### src/rtl/instruction_fetch.sv
// Instruction fetch stage: owns the PC, issues word-aligned requests over a
// req/ack handshake and presents fetched words to the decoder through an
// output entry backed by a one-word skid entry. Redirects squash wrong-path
// words, including a word that is still in flight when the redirect arrives.
`timescale 1ns/1ps

module instruction_fetch #(
    parameter logic [31:0] RESET_PC = 32'h0000_0000
) (
    input  logic        clk,
    input  logic        reset,
    output logic        imem_req,
    output logic [31:0] imem_addr,
    input  logic        imem_ack,
    input  logic [31:0] imem_rdata,
    input  logic        stall,
    input  logic        redirect_valid,
    input  logic [31:0] redirect_target,
    output logic        instr_valid,
    output logic [31:0] instruction,
    output logic [31:0] instr_pc,
    output logic [31:0] pc_plus4
);

    typedef enum logic [1:0] {
        ST_IDLE = 2'd0,
        ST_REQ  = 2'd1,
        ST_FULL = 2'd2
    } state_e;

    state_e      state_q, state_d;
    logic        armed_q, armed_d;       // one settling cycle spent in IDLE
    logic [31:0] pc_q, pc_d;
    logic        req_q, req_d;
    logic [31:0] addr_q, addr_d;
    logic        out_valid_q, out_valid_d;
    logic [31:0] out_instr_q, out_instr_d;
    logic [31:0] out_pc_q, out_pc_d;
    logic [31:0] out_pc4_q, out_pc4_d;
    logic        skid_valid_q, skid_valid_d;
    logic [31:0] skid_instr_q, skid_instr_d;
    logic [31:0] skid_pc_q, skid_pc_d;
    logic        kill_q, kill_d;         // in-flight word belongs to a squashed path

    logic        ack_s;
    logic        consume_s;
    logic [31:0] target_s;

    // Next-state logic: request sequencing, buffer movement and redirect flush.
    always_comb begin
        state_d      = state_q;
        armed_d      = armed_q;
        pc_d         = pc_q;
        req_d        = req_q;
        addr_d       = addr_q;
        out_valid_d  = out_valid_q;
        out_instr_d  = out_instr_q;
        out_pc_d     = out_pc_q;
        out_pc4_d    = out_pc4_q;
        skid_valid_d = skid_valid_q;
        skid_instr_d = skid_instr_q;
        skid_pc_d    = skid_pc_q;
        kill_d       = kill_q;

        ack_s     = imem_ack & req_q;
        consume_s = out_valid_q & ~stall;
        target_s  = redirect_target & 32'hFFFF_FFFC;

        // A consumed entry empties unless refilled below.
        if (consume_s) begin
            out_valid_d = 1'b0;
        end else begin
            out_valid_d = out_valid_q;
        end

        case (state_q)
            ST_IDLE: begin
                req_d = 1'b0;
                if (redirect_valid) begin
                    pc_d = target_s;
                end else begin
                    pc_d = pc_q;
                end
                if (armed_q) begin
                    state_d = ST_REQ;
                    req_d   = 1'b1;
                    addr_d  = pc_d;
                end else begin
                    armed_d = 1'b1;
                end
            end
            ST_REQ: begin
                if (ack_s) begin
                    if (redirect_valid || kill_q) begin
                        // Wrong-path word: drop it and fetch from the current PC.
                        kill_d = 1'b0;
                        if (redirect_valid) begin
                            pc_d = target_s;
                        end else begin
                            pc_d = pc_q;
                        end
                        addr_d = pc_d;
                    end else if (!out_valid_q || consume_s) begin
                        out_valid_d = 1'b1;
                        out_instr_d = imem_rdata;
                        out_pc_d    = addr_q;
                        out_pc4_d   = addr_q + 32'd4;
                        pc_d        = pc_q + 32'd4;
                        addr_d      = pc_q + 32'd4;
                    end else begin
                        // Output blocked: park the word and stop fetching.
                        skid_valid_d = 1'b1;
                        skid_instr_d = imem_rdata;
                        skid_pc_d    = addr_q;
                        pc_d         = pc_q + 32'd4;
                        req_d        = 1'b0;
                        state_d      = ST_FULL;
                    end
                end else begin
                    // Request cannot be cancelled; remember to discard its data.
                    if (redirect_valid) begin
                        kill_d = 1'b1;
                        pc_d   = target_s;
                    end else begin
                        kill_d = kill_q;
                    end
                end
            end
            ST_FULL: begin
                if (redirect_valid) begin
                    pc_d    = target_s;
                    addr_d  = target_s;
                    req_d   = 1'b1;
                    state_d = ST_REQ;
                end else if (consume_s) begin
                    out_valid_d  = 1'b1;
                    out_instr_d  = skid_instr_q;
                    out_pc_d     = skid_pc_q;
                    out_pc4_d    = skid_pc_q + 32'd4;
                    skid_valid_d = 1'b0;
                    req_d        = 1'b1;
                    addr_d       = pc_q;
                    state_d      = ST_REQ;
                end else begin
                    req_d = 1'b0;
                end
            end
            default: begin
                state_d = ST_IDLE;
                req_d   = 1'b0;
            end
        endcase

        // Redirect wins over stall and consumption: flush both entries.
        if (redirect_valid) begin
            out_valid_d  = 1'b0;
            skid_valid_d = 1'b0;
        end else begin
            skid_valid_d = skid_valid_d;
        end
    end

    // State registers with asynchronous reset.
    always_ff @(posedge clk or posedge reset) begin
        if (reset) begin
            state_q      <= ST_IDLE;
            armed_q      <= 1'b0;
            pc_q         <= RESET_PC;
            req_q        <= 1'b0;
            addr_q       <= RESET_PC;
            out_valid_q  <= 1'b0;
            out_instr_q  <= 32'h0000_0000;
            out_pc_q     <= 32'h0000_0000;
            out_pc4_q    <= 32'h0000_0000;
            skid_valid_q <= 1'b0;
            skid_instr_q <= 32'h0000_0000;
            skid_pc_q    <= 32'h0000_0000;
            kill_q       <= 1'b0;
        end else begin
            state_q      <= state_d;
            armed_q      <= armed_d;
            pc_q         <= pc_d;
            req_q        <= req_d;
            addr_q       <= addr_d;
            out_valid_q  <= out_valid_d;
            out_instr_q  <= out_instr_d;
            out_pc_q     <= out_pc_d;
            out_pc4_q    <= out_pc4_d;
            skid_valid_q <= skid_valid_d;
            skid_instr_q <= skid_instr_d;
            skid_pc_q    <= skid_pc_d;
            kill_q       <= kill_d;
        end
    end

    assign imem_req    = req_q;
    assign imem_addr   = addr_q;
    assign instr_valid = out_valid_q;
    assign instruction = out_instr_q;
    assign instr_pc    = out_pc_q;
    assign pc_plus4    = out_pc4_q;

endmodule

### config.mk
export PLATFORM = sky130hd
export DESIGN_NAME = instruction_fetch
export DESIGN_NICKNAME = d
export VERILOG_FILES = /design/src/rtl/instruction_fetch.sv
export SDC_FILE = /design/constraint.sdc
export NUM_CORES = 1
export LEC_CHECK = 0
export ABC_AREA = 1
export BUFFER_PORTS_ARGS = -buffer_cell sky130_fd_sc_hd__buf_4
export CAP_MARGIN = 10
export CORE_MARGIN = 1
export CORE_UTILIZATION = 50
export DETAILED_ROUTE_END_ITERATION = 10
export PLACE_DENSITY = 0.75
export SETUP_SLACK_MARGIN = 0.15
export SYNTH_ARGS = -nofsm -noshare
export SYNTH_HDL_FRONTEND = slang
export SYNTH_SLANG_ARGS = --single-unit
### constraint.sdc
create_clock -name clk -period 7.46 [get_ports clk]
set_input_delay 0.373 -clock clk [delete_from_list [all_inputs] [get_ports clk]]
set_output_delay 0.373 -clock clk [all_outputs]
set_load 0.02 [all_outputs]
### Word-level counts from Yosys, hierarchy flattened

Cells that the tools add are included.

* output and inout bits: 130
* input bits: 69
* logic and storage cells: 100
* bits in registers: 230

* eq/ne operators: 12
* reduce and logical (&&, ||, !) cells: 15
* $add $sub $neg: 3
* mux-type cells: 53
* bitwise gates (word level): 5

Operator list (count)
* two-way mux 32 bit: 24
* case mux 32 bit (2 select lines): 4
* adder 32 x 3 -> 32 bit (second input constant): 3
* case mux 32 bit (3 select lines): 1
* two-way mux 1 bit: 15
* inequality test 2 bit (second input constant): 7
* two-way mux 2 bit: 6
* AND reduction 5 bit: 2
* inequality test 3 bit (second input constant): 2
* case mux 2 bit (3 select lines): 1
* AND reduction 3 bit: 2
* AND reduction 6 bit: 1
* nonzero test 2 bit: 3
* AND reduction 4 bit: 1
* inverter 1 bit: 3
* case mux 1 bit (3 select lines): 1
* nonzero test 3 bit: 1
* AND 1 bit: 2
* equality test 2 x 1 -> 1 bit (second input constant): 1
* equality test 2 bit (second input constant): 1
* zero test 2 bit: 1
* logical OR 1 bit: 2
* inequality test 2 x 1 -> 1 bit (second input constant): 1
* case mux 1 bit (2 select lines): 1
* 2 further kinds: 2

### Depth between registers and ports, before layout

* depth after elaboration: 8
* depth in mapped cells: 16
* mapped depth without buffers: 15

### Worst setup path before layout

OpenSTA, ideal clock, no wires.

* path kind: reg2reg
* start point: register state_q[0]
* end point: register out_pc4_q[20], in the netlist pc_plus4[20]
* period minus slack after synthesis: 1.957 ns
* path buffers: 2
* slack: 5.503 ns
* setup time: 0.126 ns
* stages on the path, launching flop included: 15
* data required time: 7.334 ns
* arrival: 1.831 ns
* cells stage by stage: dfrtp_1 > inv_1 > ha_1 > buf_6 > buf_8 > nand2_2 > nand2_1 > ha_1 > nand3_2 > inv_2 > nand2_2 > nor2_4 > nand2_2 > o21ai_2 > nand3_1

* longest elaborated chain between the ends: 3
* elaborated cells between the ends (all ways): 10
* classes of those cells: eq/ne (7); mux (1); reduce/logical (2)

Ends and longest elaborated chain
* start, declared: line 31 `state_e state_q, state_d;`
* start signal, assigned: line 180 `state_q <= state_d;`
* equality test 2 x 1 -> 1 bit / equality test 2 bit (equally long branches): line 76 `case (state_q)`
* inequality test 2 bit (no source line) / nonzero test 2 bit (equally long branches)
* AND reduction 6 bit (no source line)
* end signal, assigned: line 188 `out_pc4_q <= out_pc4_d;`
* end, declared: line 39 `logic [31:0] out_pc4_q, out_pc4_d;`

Parallel ways exist; a longest one is shown, timed or not.
A chain may end at the register's enable or synchronous reset.

### Final worst setup path

* start point: register state_q[0]
* end point: register pc_q[8]

* longest elaborated chain between the ends: 3
* elaborated cells between the ends (all ways): 6
* classes of those cells: eq/ne (2); mux (1); reduce/logical (3)

Ends and longest elaborated chain
* equality test 2 bit / zero test 2 bit (equally long branches): line 76
* OR reduction 2 bit (no source line)
* case mux 32 bit (2 select lines) / nonzero test 2 bit (equally long branches)
* end signal, assigned: line 182 `pc_q <= pc_d;`
* end, declared: line 33 `logic [31:0] pc_q, pc_d;`

Parallel ways exist; a longest one is shown, timed or not.

==> flow_summary.toml <==
[flow_run]
maxCapViolCount = 0

[placed_design]
dp_hpwl_mm = 22.51
placedInstanceArea_um2 = 14030
place_congestion = 0.8852
preCtsSetupSlack_ps = 3498
io_buffers = 196

[worst_setup_path]
worst_setup_path_start = "state_q[0]$_DFFE_PP0P_"
critical_path.startpoint_type = "flop"
reg2reg_setup_slack_ps = 3400
critPathCapture = "pc_q[8]$_DFFE_PP0P_"
worstReg2RegStart = "state_q[0]$_DFFE_PP0P_"
worstSetupPathType = "flop to flop"
critPathCaptureType = "flop"
worst-r2r-cell-count = 8
arrival_ps = 4440
worst_ep_required_time_ps = 7840
critical_path.max_fanout = 70
r2r-end = "pc_q[8]$_DFFE_PP0P_"

[yosys]
postSynthCellCount = 1625
number_of_enable_flip_flop_cells_after_synthesis = 0
synthDominantCellAreaShare_pct = 45.50
async_reset_ff_share_pct = 100.0
post_synth.cell_area_avg_um2 = 7.716
post_synth_num_cell_types = 45
synthesis.nets = 1700
synth-seq-cells = 228
synth_ff_type = "sky130_fd_sc_hd__dfrtp_1"
yosys.area.top_type = "sky130_fd_sc_hd__dfrtp_1"
syn_area_um2 = 12540
synth_warnings = 0
top_post_synthesis_cells_by_area = "sky130_fd_sc_hd__dfrtp_1 46%, sky130_fd_sc_hd__nand2_1 15%, sky130_fd_sc_hd__o21ai_0 4.6%"
ys_seq_area_share_pct = 45.50

[die]
floorplan.core_area_um2 = 24460
initial_utilization_pct = 51.26
fp-row-count = 57
design.die.area_um2 = 25710
floorplan.io_pins = 199
die_y_extent_um = 160.4
die_w_um = 160.4

[power_and_ir_drop]
power.ir.vdd_worst_mv = 0.3487
cell_internal_pwr_uw = 3722
seqPwrFrac_pct = 31.6
switching_share_pct = 46.50
leakage_uw = 0.007234
netSwitchingPower_uw = 3235
share_comb_of_total_power_pct = 49.9
power.share.clock_pct = 18.5
power_density_nw_per_um2 = 466.3

[status]
status = "finished, final reports clean"

[cells_and_area]
stdcell_area_um2 = 14920
post_route_cells_drive_above_1_share_pct = 23.01
n_antenna_cell = 0
final_core_util_pct = 60.99
synthToLayoutAreaGrowth_pct = 19.00
final.fill_count = 2158
final_net_count = 1851

[timing]
final.setup.worst_slack_ps = 3399
rsz0062_at_grt = "false"
slew_viol_final = 0
setup-violations-final = 0
fin_tns_setup_ps = 0
final_report_hold_violation_count = 0
timing.final.crit_share_pct = 54.44
timing_worst_slew_pin_value_ps = 1168
fin_crit_ps = 4061
maxClockFrequency_mhz = 246.2
timing.clock.skew_ps = 11.81
relSlewSlack_pct = 21.97
worst_hold_slack_ps = 82.39

[grt]
antenna_found_initial = 0
grt_pass1_wl_mm = 54.67
vias_in_the_first_global_route = 10650
pin_count_of_the_biggest_net_entering_global_routing = 96
global_route.overflow_total = 0
gr-usage-all-layers_pct = 26.09

[clock_tree]
post-cts-setup-buffer-count = 0
cts_hold_buffers = 1
cts.clk_slew.worst_paths_ps = 60
clock_tree.htree_level_count = 1
clk_root_buffer_cell = "sky130_fd_sc_hd__clkbuf_16"
cts_tree = "built"
clock_tree.buffer_depth = 3
cts_num_sinks = 228
clock_latency_ps = 530
post_cts_sizing = 0
cts_inserted_buffers = 26

[drt]
detailedRoute.firstPassIterationCount = 7
final_routed_wirelength_across_all_metal_layers_mm = 33.28
post_drt_via_cell_ratio = 5.339
routed_wire_length_per_instance_um = 15.71
vias = 11310
first_iter_violations = 936
postRouteAntennaNets = 0
post-route-drc-count = 0

[worst_hold_path]
timing.hold.worst.class = "primary input to flop"
[logic make-up after synthesis]
group | synth area share (%)
AO/OA/AOI/OAI | 11.51
XOR/XNOR | 0.6287
adder cells (fa/ha/maj) | 0.5987
buffers and inverters | 7.395
flip-flops | 45.50
multiplexers | 3.573
AND/OR/NAND/NOR | 30.80
[worst min path at each step]
stage                         startpoint                           end  slack (ps)  cells after the start
2_1_floorplan  skid_pc_q[12]$_DFFE_PP0P_     skid_pc_q[12]$_DFFE_PP0P_         450                      2
3_3_place_gp    pc_plus4[25]$_DFFE_PP0P_      pc_plus4[25]$_DFFE_PP0P_         460                      2
3_5_place_dp    pc_plus4[29]$_DFFE_PP0P_      pc_plus4[29]$_DFFE_PP0P_         470                      2
4_1_cts                   imem_rdata[10]  skid_instr_q[10]$_DFFE_PP0P_          60                      2
5_1_grt                    imem_rdata[7]   skid_instr_q[7]$_DFFE_PP0P_          80                      2
6_report                  imem_rdata[10]  skid_instr_q[10]$_DFFE_PP0P_          80                      2
[cells in the mapped netlist, types with 5 or more instances]
| master | n |
|---|---|
| sky130_fd_sc_hd__nand2_1 | 512 |
| sky130_fd_sc_hd__dfrtp_1 | 228 |
| sky130_fd_sc_hd__nor2_1 | 143 |
| sky130_fd_sc_hd__o21ai_0 | 115 |
| sky130_fd_sc_hd__inv_1 | 111 |
| sky130_fd_sc_hd__nand3_1 | 106 |
| sky130_fd_sc_hd__a21oi_1 | 58 |
| sky130_fd_sc_hd__nand2_2 | 49 |
| sky130_fd_sc_hd__a31oi_1 | 44 |
| sky130_fd_sc_hd__clkbuf_1 | 38 |
| sky130_fd_sc_hd__mux2_2 | 38 |
| sky130_fd_sc_hd__or2_2 | 26 |
| sky130_fd_sc_hd__buf_2 | 22 |
| sky130_fd_sc_hd__nor2_2 | 12 |
| sky130_fd_sc_hd__o21ai_1 | 12 |
| sky130_fd_sc_hd__nor2_4 | 11 |
| sky130_fd_sc_hd__buf_4 | 10 |
| sky130_fd_sc_hd__o211ai_1 | 9 |
| sky130_fd_sc_hd__buf_6 | 7 |
| sky130_fd_sc_hd__xor2_1 | 7 |
| sky130_fd_sc_hd__ha_1 | 6 |
| sky130_fd_sc_hd__nand2_4 | 6 |
| sky130_fd_sc_hd__inv_2 | 5 |
| sky130_fd_sc_hd__o21a_1 | 5 |
[critical path, cell delays in order (launching register included)]
cell and delay (ps):
sky130_fd_sc_hd__dfrtp_1 420, sky130_fd_sc_hd__inv_1 110, sky130_fd_sc_hd__ha_2 220, sky130_fd_sc_hd__buf_4 660, sky130_fd_sc_hd__nor2_1 180, sky130_fd_sc_hd__nand2_1 900, sky130_fd_sc_hd__inv_1 880, sky130_fd_sc_hd__o21ai_0 400
sky130_fd_sc_hd__o22ai_1 130
[stage by stage]
| stage | instances | total power (uW) |
|---|---|---|
| 2_1_floorplan | 1625 | 4534 |
| 3_3_place_gp | 2071 | 5550 |
| 3_5_place_dp | 2071 | 5649 |
| 4_1_cts | 2119 | 6960 |
| 5_1_grt | 2119 | 7450 |
| 6_report | 2119 | 6958 |
[state kept, by name (all words and copies together) (netlist names), 2 cells and up]
| name | flops |
|---|---|
| imem_addr | 32 |
| instr_pc | 32 |
| instruction | 32 |
| pc_plus4 | 30 |
| pc_q | 32 |
| skid_instr_q | 32 |
| skid_pc_q | 32 |
| state_q | 2 |
[power groups by stage]
stage / clock network, uW / registers (uW) / logic (uW)
2_1_floorplan: 0 / 2480 / 2050
3_3_place_gp: 0 / 2190 / 3360
3_5_place_dp: 0 / 2200 / 3450
4_1_cts: 1300 / 2190 / 3470
5_1_grt: 1360 / 2260 / 3830
6_report: 1290 / 2200 / 3470
[placed cells by master, fill, tap and decap left out, drive strengths merged, types with 6 or more instances in the layout]
cell and count:
clkbuf 37, mux2 38, dfrtp 228, nand2 567, nor2 168, clkinv 7, a21oi 58, o211ai 11
xor2 7, inv 119, ha 6, or2 27, nand3 109, a31oi 44, o21ai 129, buf 206
[routing by layer]
metal | global-route usage (%) | part of all wire [%] | wire length (um) | up-vias
met1 | 37.35 | 46 | 15320 | 5325
met3 | 3.022 | 6.0 | 2010 | 59
met4 | 8.139 | 2.4 | 811 | 0
li1 | - | - | - | 5539
met2 | 41.56 | 46 | 15140 | 391
met5 | 0 | 0 | 0 | -
[area by class of cell]
| cell class | instances | area (um^2) | area share (%) |
|---|---|---|---|
| Clock buffer | 37 | 782.0 | 5.241 |
| Sequential cell | 228 | 5705 | 38.24 |
| Multi-Input combinational cell | 1195 | 5913 | 39.63 |
| Inverter | 118 | 457.9 | 3.069 |
| Tap cell | 324 | 405.4 | 2.717 |
| Clock inverter | 10 | 100.1 | 0.6709 |
| Timing Repair Buffer | 207 | 1556 | 10.43 |
(Power assumes the default switching activity.)
